## config.mk

```make
export PLATFORM = sky130hd
export DESIGN_NAME = gray_to_bin_tracker
export DESIGN_NICKNAME = d
export VERILOG_FILES = /design/src/rtl/gray_to_bin_tracker.sv
export SDC_FILE = /design/constraint.sdc
export NUM_CORES = 1
export LEC_CHECK = 0
export CORE_ASPECT_RATIO = 0.75
export CORE_UTILIZATION = 31
export DETAILED_ROUTE_END_ITERATION = 10
export PLACE_DENSITY = 0.5
export SYNTH_ARGS = -nofsm -noshare
export SYNTH_HDL_FRONTEND = slang
export SYNTH_SLANG_ARGS = --single-unit
```

## constraint.sdc

```tcl
create_clock -name clk -period 2.8 [get_ports clk]
set_clock_uncertainty 0.15 [all_clocks]
set_input_delay 0.56 -clock clk [delete_from_list [all_inputs] [get_ports clk]]
set_output_delay 0.56 -clock clk [all_outputs]
set_load 0.01 [all_outputs]
```

## src/rtl/gray_to_bin_tracker.sv

```systemverilog
// rtl/gray_to_bin_tracker.sv - Gray code stream decoder with single-step tracking
//
// Purpose:
//   Accepts N-bit Gray codes over a valid/ready handshake.
//   Registers the decoded binary value of each accepted code.
//   Classifies each accepted code against the previously accepted one:
//   repeat, legal +1/-1 step, or illegal multi-bit jump.
//   An illegal jump resynchronises the tracker to the new code.
//
// Optional feature:
//   GRAY_ERR_CNT_EN - adds err_count, a saturating 16-bit count of illegal steps.
//
// Ports:
//   clk        in   rising-edge clock
//   rst        in   synchronous active-high reset
//   gray_in    in   N-bit Gray code sample
//   in_valid   in   gray_in is valid this cycle
//   in_ready   out  block can accept (combinational: !out_valid || out_ready)
//   bin_out    out  decoded binary of the last accepted code
//   out_valid  out  bin_out holds an unconsumed result
//   out_ready  in   consumer takes the result this cycle
//   dir_up     out  last step was +1 mod 2^N
//   step_err   out  last accepted code was an illegal step
//   locked     out  a reference code is held
//   err_count  out  illegal-step count (GRAY_ERR_CNT_EN only)

module gray_to_bin_tracker #(
    parameter int N = 16
) (
    input  logic         clk,
    input  logic         rst,
    input  logic [N-1:0] gray_in,
    input  logic         in_valid,
    output logic         in_ready,
    output logic [N-1:0] bin_out,
    output logic         out_valid,
    input  logic         out_ready,
    output logic         dir_up,
    output logic         step_err,
    output logic         locked
`ifdef GRAY_ERR_CNT_EN
    ,
    output logic [15:0]  err_count
`endif
);

    typedef enum logic {
        IDLE  = 1'b0,
        TRACK = 1'b1
    } state_e;

    localparam logic [N-1:0] ONE = {{(N-1){1'b0}}, 1'b1};

    state_e       state_q, state_d;
    logic [N-1:0] prev_gray_q, prev_gray_d;
    logic [N-1:0] bin_q, bin_d;
    logic         out_valid_q, out_valid_d;
    logic         dir_q, dir_d;
    logic         err_q, err_d;

    logic         accept;
    logic [N-1:0] new_bin;
    logic [N-1:0] inc_bin;
    logic [N-1:0] diff;
    logic         diff_zero;
    logic         diff_one;

    assign in_ready = !out_valid_q || out_ready;
    assign accept   = in_valid && in_ready;

    // Binary bit i is the XOR of all Gray bits at positions >= i.
    always_comb begin
        new_bin = '0;
        for (int i = 0; i < N; i++) begin
            new_bin[i] = ^(gray_in >> i);
        end
    end

    // bin_q always holds the decode of prev_gray_q, so it serves as the
    // previous binary value for direction detection.
    assign inc_bin   = bin_q + ONE;
    assign diff      = gray_in ^ prev_gray_q;
    assign diff_zero = (diff == '0);
    // Exactly one bit set: non-zero and clearing the lowest set bit leaves zero.
    assign diff_one  = !diff_zero && ((diff & (diff - ONE)) == '0);

    always_ff @(posedge clk) begin
        if (rst) begin
            state_q     <= IDLE;
            prev_gray_q <= '0;
            bin_q       <= '0;
            out_valid_q <= 1'b0;
            dir_q       <= 1'b0;
            err_q       <= 1'b0;
        end else begin
            state_q     <= state_d;
            prev_gray_q <= prev_gray_d;
            bin_q       <= bin_d;
            out_valid_q <= out_valid_d;
            dir_q       <= dir_d;
            err_q       <= err_d;
        end
    end

    always_comb begin
        state_d     = state_q;
        prev_gray_d = prev_gray_q;
        bin_d       = bin_q;
        out_valid_d = out_valid_q;
        dir_d       = dir_q;
        err_d       = err_q;

        if (out_valid_q && out_ready) begin
            out_valid_d = 1'b0;
        end

        // An accept overrides the consume above, so accept+consume in one
        // cycle leaves out_valid set with the new result.
        if (accept) begin
            prev_gray_d = gray_in;
            bin_d       = new_bin;
            out_valid_d = 1'b1;
            dir_d       = 1'b0;
            err_d       = 1'b0;
            state_d     = TRACK;

            // In IDLE the first code is only a reference, never a step.
            if (state_q == TRACK) begin
                if (diff_one) begin
                    dir_d = (new_bin == inc_bin);
                end else if (!diff_zero) begin
                    err_d = 1'b1;
                end
            end
        end
    end

    assign bin_out   = bin_q;
    assign out_valid = out_valid_q;
    assign dir_up    = dir_q;
    assign step_err  = err_q;
    assign locked    = (state_q == TRACK);

`ifdef GRAY_ERR_CNT_EN
    logic [15:0] err_cnt_q, err_cnt_d;
    logic        illegal_step;

    assign illegal_step = accept && (state_q == TRACK) && !diff_zero && !diff_one;

    always_comb begin
        err_cnt_d = err_cnt_q;
        if (illegal_step && (err_cnt_q != 16'hFFFF)) begin
            err_cnt_d = err_cnt_q + 16'd1;
        end
    end

    always_ff @(posedge clk) begin
        if (rst) begin
            err_cnt_q <= 16'd0;
        end else begin
            err_cnt_q <= err_cnt_d;
        end
    end

    assign err_count = err_cnt_q;
`endif

endmodule

```

==> impl_metrics.env <==
export IMPL_synth_top_area_share=0.293
export IMPL_critPathCaptureType="flop"
export IMPL_fp_dieW_um=103
export IMPL_clock_latency_ps=290
export IMPL_syn_area_mm2=0.00239
export IMPL_drive_gt1_frac=0.184
export IMPL_ys_warn_count=0
export IMPL_grt_antenna_before_repair=0
export IMPL_seq_power_share=0.329
export IMPL_syn_inst=302
export IMPL_place_area_mm2=0.00318
export IMPL_diodes=0
export IMPL_cts_buffers=5
export IMPL_hold_ws_ps=316
export IMPL_arrival_ps=2760
export IMPL_cap_viol_max_count=0
export IMPL_netlist_top_cells_count="nand2_1, xnor2_1, dfxtp_1, nor2_1, a21oi_1"
export IMPL_ff2ff_path_depth=9
export IMPL_clkPwrFrac=0.197
export IMPL_seq_area_frac_synth=0.293
export IMPL_place_ws_ps=-486
export IMPL_finalCriticalPeriod_ps=2710
export IMPL_dieHeight_um=78.1
export IMPL_p_int_mw=1.19
export IMPL_power_density_mw_per_mm2=551
export IMPL_crit_type="input pin to flop"
export IMPL_postRouteAntennaNets=0
export IMPL_synth_xor_area_share=0.281
export IMPL_cts_root_buf="clkbuf_8"
export IMPL_yosys_area_share_adder=0.0136
export IMPL_layout_nets=401
export IMPL_synth_compound_area_frac=0.153
export IMPL_gr_total_overflow=0
export IMPL_postCtsHoldBufs=0
export IMPL_drv_slew=0
export IMPL_setup_viol=0
export IMPL_synth_edf_count=0
export IMPL_peakVddDrop_mv=0.199
export IMPL_synth_seq_cells=35
export IMPL_synth_top_family_by_area="XOR/XNOR gates"
export IMPL_cts_buffer_depth=2
export IMPL_drt_wl_total_um=6610
export IMPL_slew_headroom=0.730
export IMPL_dr_pass1_iters=4
export IMPL_path_clk_slew_ps=80
export IMPL_yosysTopAreaCell="dfxtp_1"
export IMPL_netSwitchingFraction=0.355
export IMPL_cp_max_fo=2
export IMPL_grt_start_max_net_pins=36
export IMPL_areaGrowthSynthToFinish_pct=40.5
export IMPL_cp_required_ps=2850
export IMPL_async_reset_ff_frac=0
export IMPL_ios=41
export IMPL_worst_slew_pin_slew_ps=394
export IMPL_drtIter0Drc=80
export IMPL_setup_ws_ps=93.5
export IMPL_power_net_switching_uw=658
export IMPL_gp_congestion=0.828
export IMPL_grt_pass1_wl_um=10600
export IMPL_routedWlPerCell_um=13.7
export IMPL_muxShareOfSynthArea=0.00418
export IMPL_finalSetupTns_ps=0
export IMPL_start_kind="input pin"
export IMPL_syn_num_nets=323
export IMPL_p_total_mw=1.85
export IMPL_post_route_period_util=0.967
export IMPL_yosys_area_share_simple=0.219
export IMPL_synthDistinctLibCells=43
export IMPL_fmax_mhz=369
export IMPL_hpwl_um=4830
export IMPL_synth_ff_type="dfxtp_1"
export IMPL_io_buffers=40
export IMPL_vias_per_cell=4.81
export IMPL_hp_class="flop to flop"
export IMPL_min_delay_path_depth=2
export IMPL_design_area_mm2=0.00336
export IMPL_p_leak_nw=1.34
export IMPL_hold_violations=0
export IMPL_grt_pass1_vias=2147
export IMPL_rows=27
export IMPL_dieArea_mm2=0.00808
export IMPL_synth_avg_cell_area_um2=7.92
export IMPL_cts_max_level=2
export IMPL_p_comb_frac=0.474
export IMPL_core_area_mm2=0.00740
export IMPL_outcome="finished clean"
export IMPL_grtUsageTotal=0.174
export IMPL_drcViolationCount=0
export IMPL_start_util=0.323
export IMPL_clock_sinks=35
export IMPL_via_count=2319
export IMPL_yosysMostFrequentCell="nand2_1"
export IMPL_cts_tree="yes"
export IMPL_synthTopCellsByArea="dfxtp_1, xnor2_1, xor2_1, nand2_1, a21oi_1"
==> logic make-up (layout without fill, tap and decap cells) <==
family | Yosys count | count (layout)
adders and majority gates | 3 | 3
buffers and inverters | 22 | 101
muxes | 1 | 1
DFF | 35 | 35
xor gates and xnor gates | 69 | 69
and+or+nand+nor | 116 | 116
AOI/OAI and AO/OA | 56 | 56
==> sequential cells by signal (all words and copies together), names as in the netlist <==
signal,cells
locked,1
dir_up,1
prev_gray_q,16
out_valid,1
bin_out,15
step_err,1
==> what timing repair did <==
action / 4_1_cts / 5_1_grt
gates resized for setup: 11 / 9
endpoints found under the setup margin: 2 / 1
pin swaps: 6 / 7
buffers inserted: 3 / 2
==> worst max-delay path, stage by stage <==
cell and delay (ps):
clkdlybuf4s15_1 190, xor2_1 170, xnor2_1 120, buf_4 150
xnor3_2 400, xnor2_2 160, or4_1 520, a21oi_1 160
nand4b_1 130, o31ai_1 200
==> final timing paths <==
path,start,to,slack [ps]
worst max-delay path,gray_in[10],dir_up,90
worst min-delay path,step_err,step_err,320
worst max register to register,bin_out[1],dir_up,260
worst min register to register,step_err,step_err,320
==> cell type report <==
cell class                      count  area, µm²
Clock buffer                        7       76.3
Clock inverter                      1       5.00
Fill cell                         745       4040
Inverter                            5       18.8
Multi-Input combinational cell    245       1680
Sequential cell                    35        701
Tap cell                          101        126
Timing Repair Buffer               88        756
==> power groups by stage <==
stage,Clock (mW),Combinational [mW],Sequential [mW]
after floorplan,0,0.477,0.627
after global placement,0,0.824,0.618
after detailed placement,0,0.832,0.618
after CTS,0.381,0.854,0.607
after global routing,0.409,0.961,0.617
final,0.365,0.877,0.609
==> per-layer routing <==
metal / vias to the layer above / global-route usage / share of wire
met5: - / 0 / 0
met4: 0 / 0.0437 / 0.0086
met3: 7 / 0.0365 / 0.049
met2: 49 / 0.252 / 0.43
met1: 1085 / 0.259 / 0.51
li1: 1178 / - / -
==> placed cells by master (no fill, tap or decap), types with 2 or more instances in the layout <==
master	count
xnor2_1	33
clkbuf_1	2
nor3_1	3
nor2b_1	2
and3_1	4
nor2_1	35
nand2_1	47
dlygate4sd2_1	6
nand2b_1	3
nand4_1	3
a21oi_1	31
clkdlybuf4s15_1	2
o2111ai_1	4
xor2_1	22
nand3_1	7
xnor2_2	7
and2_1	3
buf_4	48
a2111oi_2	2
clkdlybuf4s50_1	31
a211oi_1	9
dfxtp_1	35
maj3_1	2
xnor3_1	2
clkbuf_8	5
inv_1	5
xor2_2	3
and4_1	2
==> metrics by stage <==
step           utilization  instances
6_report             0.454        482
5_1_grt              0.454        482
4_1_cts              0.446        480
3_5_place_dp         0.430        469
3_3_place_gp         0.430        469
2_1_floorplan            -        302
Note: power is estimated with default switching activity, not from simulation.
